### src/rtl/vga_frame_capture.sv
// VGA receive path: follows sync edges to locate the active window and, once armed,
// streams one frame of packed pixels into a linear frame-buffer write port.
module vga_frame_capture #(
    parameter int COLOR_WIDTH   = 4,
    parameter int DATA_WIDTH    = 12,
    parameter int REZ_MAX_WIDTH = 11,
    parameter int ADDR_WIDTH    = 19,
    parameter int H_START       = 144,
    parameter int H_ACTIVE      = 640,
    parameter int V_START       = 35,
    parameter int V_ACTIVE      = 480
) (
    input  logic                   Clk,
    input  logic                   Rst,
    input  logic                   Start,
    input  logic                   Hsync,
    input  logic                   Vsync,
    input  logic [COLOR_WIDTH-1:0] Red,
    input  logic [COLOR_WIDTH-1:0] Green,
    input  logic [COLOR_WIDTH-1:0] Blue,
    output logic                   Wr_en,
    output logic [ADDR_WIDTH-1:0]  Wr_addr,
    output logic [DATA_WIDTH-1:0]  Wr_data,
    output logic                   Busy,
    output logic                   Frame_done,
    output logic                   Frame_err
);

    localparam logic [REZ_MAX_WIDTH-1:0] REZ_MAX = '1;
    localparam logic [REZ_MAX_WIDTH-1:0] H_FIRST = REZ_MAX_WIDTH'(H_START);
    localparam logic [REZ_MAX_WIDTH-1:0] H_LAST  = REZ_MAX_WIDTH'(H_START + H_ACTIVE - 1);
    localparam logic [REZ_MAX_WIDTH-1:0] V_FIRST = REZ_MAX_WIDTH'(V_START);
    localparam logic [REZ_MAX_WIDTH-1:0] V_LAST  = REZ_MAX_WIDTH'(V_START + V_ACTIVE - 1);
    localparam logic [ADDR_WIDTH-1:0]    ADDR_MAX = '1;
    // Two spare bits so writes past a saturated address still register as a count error.
    localparam int                       CNT_WIDTH   = ADDR_WIDTH + 2;
    localparam logic [CNT_WIDTH-1:0]     CNT_MAX     = '1;
    localparam logic [CNT_WIDTH-1:0]     FRAME_WORDS = CNT_WIDTH'(H_ACTIVE * V_ACTIVE);

    // state   | meaning
    // IDLE    | not capturing, waiting for Start
    // ARMED   | Start accepted, waiting for the frame-opening Vsync edge
    // CAPTURE | writing active pixels until the next Vsync edge
    typedef enum logic [1:0] {IDLE, ARMED, CAPTURE} state_t;

    state_t                   state;
    logic                     hsync_s1, vsync_s1, hsync_s2, vsync_s2;
    logic [COLOR_WIDTH-1:0]   red_s1, green_s1, blue_s1;
    logic [REZ_MAX_WIDTH-1:0] col_q, row_q, col_cur, row_cur;
    logic                     h_fall, v_fall, active;
    logic [DATA_WIDTH-1:0]    pixel;
    logic [ADDR_WIDTH-1:0]    next_addr;
    logic [CNT_WIDTH-1:0]     wr_count, final_count;

    always_ff @(posedge Clk or posedge Rst) begin
        if (Rst) begin
            hsync_s1 <= 1'b1;
            vsync_s1 <= 1'b1;
            hsync_s2 <= 1'b1;
            vsync_s2 <= 1'b1;
            red_s1   <= '0;
            green_s1 <= '0;
            blue_s1  <= '0;
        end else begin
            hsync_s1 <= Hsync;
            vsync_s1 <= Vsync;
            hsync_s2 <= hsync_s1;
            vsync_s2 <= vsync_s1;
            red_s1   <= Red;
            green_s1 <= Green;
            blue_s1  <= Blue;
        end
    end

    assign h_fall = !hsync_s1 && hsync_s2;
    assign v_fall = !vsync_s1 && vsync_s2;

    // Position of the sample currently in S1; the registers hold the previous sample's position.
    always_comb begin
        col_cur = col_q;
        row_cur = row_q;
        if (h_fall)
            col_cur = '0;
        else if (col_q != REZ_MAX)
            col_cur = col_q + REZ_MAX_WIDTH'(1);
        if (v_fall)
            row_cur = '0;
        else if (h_fall && row_q != REZ_MAX)
            row_cur = row_q + REZ_MAX_WIDTH'(1);
    end

    always_ff @(posedge Clk or posedge Rst) begin
        if (Rst) begin
            col_q <= '0;
            row_q <= '0;
        end else begin
            col_q <= col_cur;
            row_q <= row_cur;
        end
    end

    assign active = (col_cur >= H_FIRST) && (col_cur <= H_LAST) &&
                    (row_cur >= V_FIRST) && (row_cur <= V_LAST);
    assign pixel  = DATA_WIDTH'({blue_s1, green_s1, red_s1});

    // Count including a write issued in the same sample as the closing Vsync edge.
    assign final_count = (active && wr_count != CNT_MAX) ? wr_count + CNT_WIDTH'(1) : wr_count;

    always_ff @(posedge Clk or posedge Rst) begin
        if (Rst) begin
            state      <= IDLE;
            Wr_en      <= 1'b0;
            Wr_addr    <= '0;
            Wr_data    <= '0;
            Busy       <= 1'b0;
            Frame_done <= 1'b0;
            Frame_err  <= 1'b0;
            next_addr  <= '0;
            wr_count   <= '0;
        end else begin
            Wr_en      <= 1'b0;
            Frame_done <= 1'b0;
            case (state)
                IDLE: begin
                    if (Start) begin
                        state <= ARMED;
                        Busy  <= 1'b1;
                    end
                end
                ARMED: begin
                    if (v_fall) begin
                        state     <= CAPTURE;
                        next_addr <= '0;
                        Wr_addr   <= '0;
                        wr_count  <= '0;
                        Frame_err <= 1'b0;
                    end
                end
                CAPTURE: begin
                    if (active) begin
                        Wr_en    <= 1'b1;
                        Wr_addr  <= next_addr;
                        Wr_data  <= pixel;
                        wr_count <= final_count;
                        if (next_addr != ADDR_MAX)
                            next_addr <= next_addr + ADDR_WIDTH'(1);
                    end
                    if (v_fall) begin
                        state      <= IDLE;
                        Busy       <= 1'b0;
                        Frame_done <= 1'b1;
                        Frame_err  <= (final_count != FRAME_WORDS);
                    end
                end
                default: begin
                    state <= IDLE;
                    Busy  <= 1'b0;
                end
            endcase
        end
    end

endmodule

### config.mk
export PLATFORM = sky130hd
export DESIGN_NAME = vga_frame_capture
export DESIGN_NICKNAME = d
export VERILOG_FILES = /design/src/rtl/vga_frame_capture.sv
export SDC_FILE = /design/constraint.sdc
export NUM_CORES = 1
export LEC_CHECK = 0
export BUFFER_PORTS_ARGS = -buffer_cell sky130_fd_sc_hd__buf_4
export CAP_MARGIN = 20
export CORE_AREA = 5 5 130 101
export CTS_BUF_LIST = sky130_fd_sc_hd__clkbuf_2
export DETAILED_ROUTE_END_ITERATION = 16
export DIE_AREA = 0 0 135 106
export PLACE_DENSITY = 0.66
export REMOVE_ABC_BUFFERS = 1
export SLEW_MARGIN = 40
export SYNTH_ARGS = -nofsm -noshare
export SYNTH_HDL_FRONTEND = slang
export SYNTH_SLANG_ARGS = --single-unit
### constraint.sdc
create_clock -name Clk -period 3.45 [get_ports Clk]
set_input_delay 0 -clock Clk [delete_from_list [all_inputs] [get_ports Clk]]
set_output_delay 0 -clock Clk [all_outputs]
set_load 0.03 [all_outputs]
Word level (Yosys, flattened, before mapping) --
Cells that the tools add are included.
Cells by class: add/sub/neg operators 4, magnitude comparators 4, equal/unequal tests 12, muxes and demuxes 27, bitwise operators 1, reductions and logical operators 17
Operators with widths (count):
- 19-bit 2-to-1 mux | 4
- 19-bit one-hot mux with 2 select lines | 2
- 21-bit 2-to-1 mux | 3
- 11-bit 2-to-1 mux | 4
- 21-bit one-hot mux with 2 select lines | 1
- 11-bit by 1-bit adder with 11-bit output, second input constant | 2
- 11-bit by 10-bit less-or-equal comparator with 1-bit output, second input constant | 2
- 11-bit inequality test, second input constant | 2
- 21-bit by 1-bit adder with 21-bit output, second input constant | 1
- 21-bit by 19-bit inequality test with 1-bit output, second input constant | 1
- 21-bit inequality test, second input constant | 1
- 19-bit by 1-bit adder with 19-bit output, second input constant | 1
- 19-bit inequality test, second input constant | 1
- 3-bit AND reduction | 4
- 11-bit by 6-bit greater-or-equal comparator with 1-bit output, second input constant | 1
- 11-bit by 8-bit greater-or-equal comparator with 1-bit output, second input constant | 1
- 2-bit inequality test, second input constant | 5
- 1-bit logical AND | 7
- 1-bit 2-to-1 mux | 7
- 2-bit 2-to-1 mux | 3
- 2-bit one-hot mux with 3 select lines | 1
- 4-bit AND reduction | 1
- 1-bit one-hot mux with 3 select lines | 1
- 2-bit by 1-bit equality test with 1-bit output, second input constant | 1
- other kinds (7) | 8
Word-level totals: flip-flop bits (word level) 115, bits of input ports 17, output and inout port bits 35, logic and storage cells 83

Longest topological paths before layout --
Gate-level depths: netlist of the first run.
depth in word-level cells 13, mapped depth 14, depth with buffers taken out 12

Worst setup path after synthesis of the first run --
OpenSTA, ideal clock, no wires.
kind reg2reg, from register col_q[0], to register next_addr[14], setup time 78 ps, arrival 3080 ps, data required time 3372 ps, slack 292 ps, stages on the path, launching flop included 12, path buffers 0, clock period less this slack 3158 ps, path through dfrtp_1 ha_1 and3_1 a2111oi_4 nor3_2 or3_1 a21o_1 or2_4 o31ai_4 nand3_4 or3_1 a21oi_1
Between the ends: longest elaborated chain between the ends 9, elaborated cells on any way between the ends 11, those cells by class add/sub (1); order compare (2); eq/ne (2); mux (2); reduce/logical (4)
RTL lines:
- start: declaration | line 49 | logic [REZ_MAX_WIDTH-1:0] col_q, row_q, col_cur, row_cur;
- start signal: assignment | line 97 | col_q <= col_cur;
- 11-bit by 1-bit adder with 11-bit output or 11-bit inequality test (tied branches) | line 85, 84
- 11-bit 2-to-1 mux (*) | line 84 | else if (col_q != REZ_MAX)
- 11-bit 2-to-1 mux (*) | line 82 | if (h_fall)
- named net col_cur[7] | line 49
- 11-bit by 8-bit greater-or-equal comparator with 1-bit output or 11-bit by 10-bit less-or-equal comparator with 1-bit output (tied branches) | line 102 | assign active = (col_cur >= H_FIRST) && (col_cur <= H_LAST) &&
- 1-bit logical AND (*) (2 in series) | line 102
- 1-bit logical AND (*) | line 103 | (row_cur >= V_FIRST) && (row_cur <= V_LAST);
- 2-bit inequality test (no line) (*)
- 4-bit AND reduction (no line) (*)
- end signal: assignment | line 146 | next_addr <= next_addr + ADDR_WIDTH'(1);
- end: declaration | line 52 | logic [ADDR_WIDTH-1:0] next_addr;
Mark *: on every way through the listed nets, which the timed path passes. The rest lies on a longest branch. A chain may end at the register's enable or synchronous reset.

Worst setup path in the final report of the first run --
from register hsync_s2, to register next_addr[14]
Between the ends: longest elaborated chain between the ends 9, elaborated cells on any way between the ends 14, those cells by class order compare (4); eq/ne (1); mux (3); reduce/logical (6)
RTL lines:
- start: declaration | line 47 | logic hsync_s1, vsync_s1, hsync_s2, vsync_s2;
- start signal: assignment | line 67 | hsync_s2 <= hsync_s1;
- 1-bit logical AND (*) | line 75 | assign h_fall = !hsync_s1 && hsync_s2;
- 1-bit logical AND | line 88 | else if (h_fall && row_q != REZ_MAX)
- 11-bit 2-to-1 mux | line 88
- 11-bit 2-to-1 mux | line 86 | if (v_fall)
- 11-bit by 6-bit greater-or-equal comparator with 1-bit output | line 103
- 1-bit logical AND | line 102
- 1-bit logical AND (*) | line 103
- 2-bit inequality test (no line) (*)
- 4-bit AND reduction (no line) (*)
Every way passes the cells marked *; elsewhere a longest branch is shown, timed or not.

==> results of run 1 <==
-- cells in the final DEF (no fill, tap or decap), types with 5 or more instances in the layout --
cell type      instances
a21o_1                 5
a21oi_1               20
a31oi_1               10
and3_1                12
and4_1                 5
buf_4                 79
clkbuf_2              17
dfrtp_1              110
dlygate4sd3_1         31
inv_1                  8
inv_6                  6
mux2i_1                5
nand2_1              124
nand3_1               32
nand4_1               21
nor2_1                46
nor3_1                12
nor4_1                 9
o21a_1                 5
o21ai_0               30
o31ai_1                6
or3_1                  7
xnor2_1               18
xor2_1                10
-- power breakdown --
group / internal [W] / switching (W) / leakage (nW)
clock: 0.000337 / 0.000564 / 0.141
sequential: 0.00141 / 0.0000674 / 1.55
combinational: 0.000143 / 0.000209 / 1.54
total: 0.00189 / 0.000841 / 3.23
-- repair_timing --
| item | CTS | global route |
|---|---|---|
| endpoints found under the setup margin | 1 | 18 |
| setup buffers | 0 | 3 |
| endpoints found under the hold margin | 76 | 0 |
| pin swaps | 0 | 4 |
| hold buffers | 31 | 0 |
| gates resized for setup | 3 | 16 |
-- synthesized netlist by cell type (5+ instances only) --
library cell  number
buf_1              5
a21oi_1           20
xnor2_1           18
o21ai_0           31
a31oi_1           10
o31ai_1            6
clkbuf_1          18
nand4_1           21
o21a_1             5
inv_1              9
nor2_1            47
and3_1            12
nor4_1            10
xor2_1            11
mux2i_1            5
dfrtp_1          111
or3_1              7
and4_1             5
nand2_1          124
nand3_1           33
a21o_1             5
nor3_1            13
-- through the flow --
step                      setup TNS, ps  instances   util  power [W]  setup WS (ps)
after floorplan                  -41190        580      -    0.00167          -1170
after global placement                0        823  0.536    0.00179           99.7
after detailed placement          -8.61        823  0.536    0.00180          -8.61
after CTS                             0        886  0.583    0.00274           61.6
after global routing              -38.0        889  0.592    0.00287          -18.4
final                                 0        889  0.592    0.00273            172
-- registers in the layout, indices dropped and copies added, names as in the netlist, 2 cells and up --
register / count
blue_s1: 4
row_q: 11
red_s1: 4
state: 2
wr_count: 21
col_q: 11
green_s1: 4
next_addr: 19
Wr_data: 12
Wr_addr: 19
-- critical path: stages (launching register included) --
cell,delay [ps]
dfstp_2,590
nand4b_1,220
or2_2,380
a211oi_4,300
xor2_2,200
o41a_1,490
o31ai_4,370
nand3_4,160
or3_1,370
a21oi_1,150
-- per-layer routing --
| layer | wire length (um) | part of all wire | global-route usage |
|---|---|---|---|
| met1 | 7100 | 0.50 | 0.313 |
| met2 | 6220 | 0.43 | 0.309 |
| met3 | 844 | 0.059 | 0.0568 |
| met4 | 142 | 0.0099 | 0.0468 |
| met5 | 0 | 0 | 0 |
-- kinds of logic (layout without fill, tap and decap cells) --
group	after synthesis	in the layout	share of synthesized area
buffers and inverters	41	154	0.0308
muxes	7	7	0.0128
xor gates and xnor gates	29	29	0.0447
DFF	115	115	0.507
and+or+nand+nor	298	298	0.252
adders and majority gates	4	4	0.00881
AOI/OAI and AO/OA	116	116	0.144
-- worst max-delay path by stage --
| stage | start | end | slack [ps] | cells after the start |
|---|---|---|---|---|
| global placement | col_q[0] | Frame_err | 100 | 11 |
| detailed placement | row_q[1] | Frame_err | -9 | 11 |
| floorplan | hsync_s2 | wr_count[9] | -1170 | 9 |
| finish | hsync_s2 | next_addr[14] | 170 | 9 |
| CTS | row_q[1] | Frame_err | 60 | 12 |
| global route | col_q[0] | next_addr[15] | -20 | 12 |
-- final cells by class --
| class | count | area [sq um] | area share |
|---|---|---|---|
| Sequential cell | 115 | 2880 | 0.411 |
| Multi-Input combinational cell | 454 | 2720 | 0.388 |
| Timing Repair Buffer | 111 | 923 | 0.131 |
| Tap cell | 166 | 208 | 0.0296 |
| Clock inverter | 15 | 154 | 0.0219 |
| Clock buffer | 17 | 85.1 | 0.0121 |
| Inverter | 11 | 46.3 | 0.00659 |
==> results.toml, run 1 <==
[outcome]
status = "completed"

[floorplanning]
ios = 52
initial_core_util = 0.479
placementRows = 35
die_x_um = 135
dieArea_sq_um = 14300
core-area_sq_um = 11900
floorplan.die.height_um = 106

[clock_network]
cts_tree = "built"
htree_levels = 4
cts_buffers = 17
clkTransAtPathRegs_ps = 210
clock_path_buffers = 2
cts.sinks = 115
cts-root-buf = "clkbuf_2"
clock_latency_ps = 670

[setup_path]
r2r-start = "hsync_s2"
start_kind = "register"
crit_path_end_kind = "register"
worst-path-max-fanout = 8
critPathRequiredTime_ps = 4070
worstPathArrival_ps = 3890
worst_r2r_endpoint = "next_addr[14]"
r2r_cells = 9
r2r_slack_ps = 170
critPathKind = "register to register"

[sta]
rsz0062_at_grt = "true"
worst_pin_slew_ps = 563
slew_headroom = 0.624
min_period_ps = 3280
setup_violations = 0
fin_hold_ws_ps = 208
slew_violations = 0
finalCritPeriodShare = 0.950
fin_worst_skew_ps = 35.2
hold_violations = 0
clock.fmax_ghz = 0.305

[grt]
grtUsageTotal = 0.211
grt_max_degree = 63
grt_pass1_vias = 4854
grt-ovfl-total = 0
antenna_found_initial = 0
grt_pass1_wl_um = 24500

[finish]
antenna_cells = 0
fin_area_sq_um = 7020
n_fill_cell = 1012
syn_to_final_growth_pct = 23.6
drive_gt1_frac = 0.203
nets = 731

[yosys]
ys.flop_type = "dfrtp_1"
ys_seq_area_frac = 0.507
synthTopCellsByArea = "dfrtp_1 49%, nand2_1 8.2%, nor2_1 3.1%"
yosysTopAreaCellShare = 0.489
ys_async_sr_fraction = 1.00
ys_warn_count = 0
synth-seq-cells = 115
ys_types = 65
syn_inst = 610
yosysTopAreaCell = "dfrtp_1"
synth_edf_count = 0
synth_area_per_cell_sq_um = 9.32
syn-cell-area_sq_um = 5680

[routing]
firstDrtPassIters = 5
vias = 4939
drt-initial-drc-count = 314
via_per_inst = 5.56
post_drt_wl_per_cell_um = 16.1
routed_wl_um = 14300
drc = 0
ant_nets = 0

[flow_run]
max_cap_violations = 0

[placed_design]
routabilityCongestion = 0.890
dpl_cell_area_sq_um = 6360
hpwl_um = 9420
port-buffer-count = 51

[pwr]
ir_drop_mv = 0.258
powerDensity_nw_per_um2 = 388
leakagePower_nw = 3.23

[min_path]
whs_path_depth = 4
hold_class = "input port to register"
whs_endpoint = "Busy"
hp-start = "Start"
No activity file was read; power rests on OpenSTA's default activity.
==> run 2, diff against run 1 <==
--- a/config.mk
+++ b/config.mk
@@ -9,7 +9,7 @@
 export CAP_MARGIN = 20
-export CORE_AREA = 5 5 130 101
+export CORE_AREA = 5 5 165 128
 export CTS_BUF_LIST = sky130_fd_sc_hd__clkbuf_2
 export DETAILED_ROUTE_END_ITERATION = 16
-export DIE_AREA = 0 0 135 106
-export PLACE_DENSITY = 0.66
+export DIE_AREA = 0 0 170 133
+export PLACE_DENSITY = 0.43
 export REMOVE_ABC_BUFFERS = 1
--- a/constraint.sdc
+++ b/constraint.sdc
@@ -3,2 +3,2 @@
 set_output_delay 0 -clock Clk [all_outputs]
-set_load 0.03 [all_outputs]
+set_load 0.005 [all_outputs]
==> results.toml, run 2 (same netlist as run 1, synthesis figures left out) <==
[setup_path]
critPathRequiredTime_ps = 4100
worstPathArrival_ps = 3960
critPathMaxStageDelay_ps = 590
critPathKind = "register to register"
slowest_stage = "dfstp_2"
crit_family = "simple AND/OR/NAND/NOR gates"
worst-path-max-fanout = 8
critical_path_depth = 8
path_cells = "nand4b_1 -> nor4_1 -> mux2_2 -> o41a_1 -> o31ai_4 -> nand3_4 -> or3_1 -> a21oi_1"
critPathBufInv = 0
crit_path_end_kind = "register"
start_kind = "register"
r2r_cells = 8

[min_path]
hold_class = "input port to register"
whs_path_depth = 4

[grt]
antenna_found_initial = 1
grt_pass1_wl_um = 24800
met2_usage = 0.186
grt-ovfl-total = 0
grt.busiest_layer = "met1"
grt_pass1_vias = 4671
grtUsageTotal = 0.135
use_met3 = 0.0376
met1_usage = 0.208
grt_max_degree = 63

[sta]
clock.fmax_ghz = 0.302
setup_violations = 0
min_period_ps = 3310
rsz0062_at_grt = "false"
hold_violations = 0
finalCritPeriodShare = 0.960
fin_worst_skew_ps = 46.3
slew_headroom = 0.611
worst_pin_slew_ps = 583
finalWorstSetupSlack_ps = 138
slew_violations = 0
fin_tns_setup_ps = 0

[finish]
top_regs = "wr_count: 21 flops, Wr_addr: 19 flops, next_addr: 19 flops"
top_register = "wr_count"
final_cell_mix = "124 x nand2_1, 111 x dfrtp_1, 86 x buf_4"
final_common_cell = "nand2_1"
largest_reg_flops = 21
nets = 738
syn_to_final_growth_pct = 25.9
drive_gt1_frac = 0.205

[routing]
routed_wl_um = 15000
drt-initial-drc-count = 253
drc = 0
firstDrtPassIters = 5
via_per_inst = 5.02
vias = 4966
ant_nets = 0
post_drt_wl_per_cell_um = 15.2

[clock_network]
clock_path_buffers = 2
cts_buffers = 17
htree_levels = 4
cts_tree = "built"
clock_latency_ps = 710
cts.sinks = 115
clkTransAtPathRegs_ps = 210
cts-root-buf = "clkbuf_2"

[floorplanning]
die_x_um = 170
initial_core_util = 0.291
floorplan.die.height_um = 133
ios = 52
dieArea_sq_um = 22600
core-area_sq_um = 19500
placementRows = 45

[flow_run]
max_cap_violations = 0

[pwr]
p_sw_w = 0.000870
powerDensity_nw_per_um2 = 388
ir_drop_mv = 0.186
leakagePower_nw = 3.27
p_int_w = 0.00190
seqPwrFrac = 0.531
pwr-share-clk = 0.352
p_sw_frac = 0.314
comb_power_share = 0.117

[placed_design]
port-buffer-count = 51
dp_slack_ps = 133
hpwl_um = 10200
routabilityCongestion = 0.859

[outcome]
status = "completed"
-- run 2: power by group through the flow --
| stage | Combinational [W] | Clock (W) | Sequential (W) |
|---|---|---|---|
| after floorplan | 0.000171 | 0 | 0.00148 |
| after global placement | 0.000297 | 0 | 0.00149 |
| after detailed placement | 0.000302 | 0 | 0.00149 |
| final | 0.000326 | 0.000976 | 0.00147 |
| after global routing | 0.000363 | 0.00107 | 0.00148 |
| after CTS | 0.000329 | 0.00103 | 0.00147 |
-- run 2: worst register-to-register path: cells and delay by family, from the launching register on --
kind / cells / cell delay [ps]
flip-flops: 1 / 590
multiplexers: 1 / 420
AO/OA/AOI/OAI: 3 / 1070
AND/OR/NAND/NOR: 4 / 1190
-- run 2: final cells by class --
cell class,count,area (sq um)
clock inverters,15,170
diodes,2,5.00
clock buffers,17,85.1
well taps,258,323
inverters,11,46.3
repair buffers,118,976
flip-flops and latches,115,2880
fillers,1957,12400
multi-input cells,454,2670
-- run 2: metal layers --
metal / vias up / share of wire
li1: 2399 / -
met1: 2391 / 0.51
met4: 0 / 0.011
met5: - / 0
met2: 159 / 0.41
met3: 17 / 0.061
-- run 2: final timing paths --
path                          start       endpoint  slack, ps
max in group asynchronous       Rst       col_q[7]       2020
max                        hsync_s2  next_addr[14]        140
min in group asynchronous       Rst    green_s1[0]        480
max reg2reg                hsync_s2  next_addr[14]        140
min                           Start       state[0]        130
min reg2reg                vsync_s1       vsync_s2        390
-- run 2: through the flow --
| stage | area, sq um | utilization | hold slack, ps | cells | total power, W |
|---|---|---|---|---|---|
| 2_1_floorplan | 5550 | - | 4.48 | 580 | 0.00165 |
| 3_3_place_gp | 6540 | 0.335 | 109 | 924 | 0.00179 |
| 3_5_place_dp | 6540 | 0.335 | 109 | 924 | 0.00180 |
| 4_1_cts | 7110 | 0.364 | 67.8 | 987 | 0.00283 |
| 5_1_grt | 7150 | 0.366 | 99.6 | 990 | 0.00292 |
| 6_report | 7150 | 0.366 | 134 | 990 | 0.00277 |
-- run 2: what timing repair did --
item | in CTS | in global routing
buffers inserted | 0 | 1
resized for setup | 0 | 9
hold endpoints to repair | 83 | 0
setup endpoints to repair | 0 | 14
hold buffers | 31 | 0
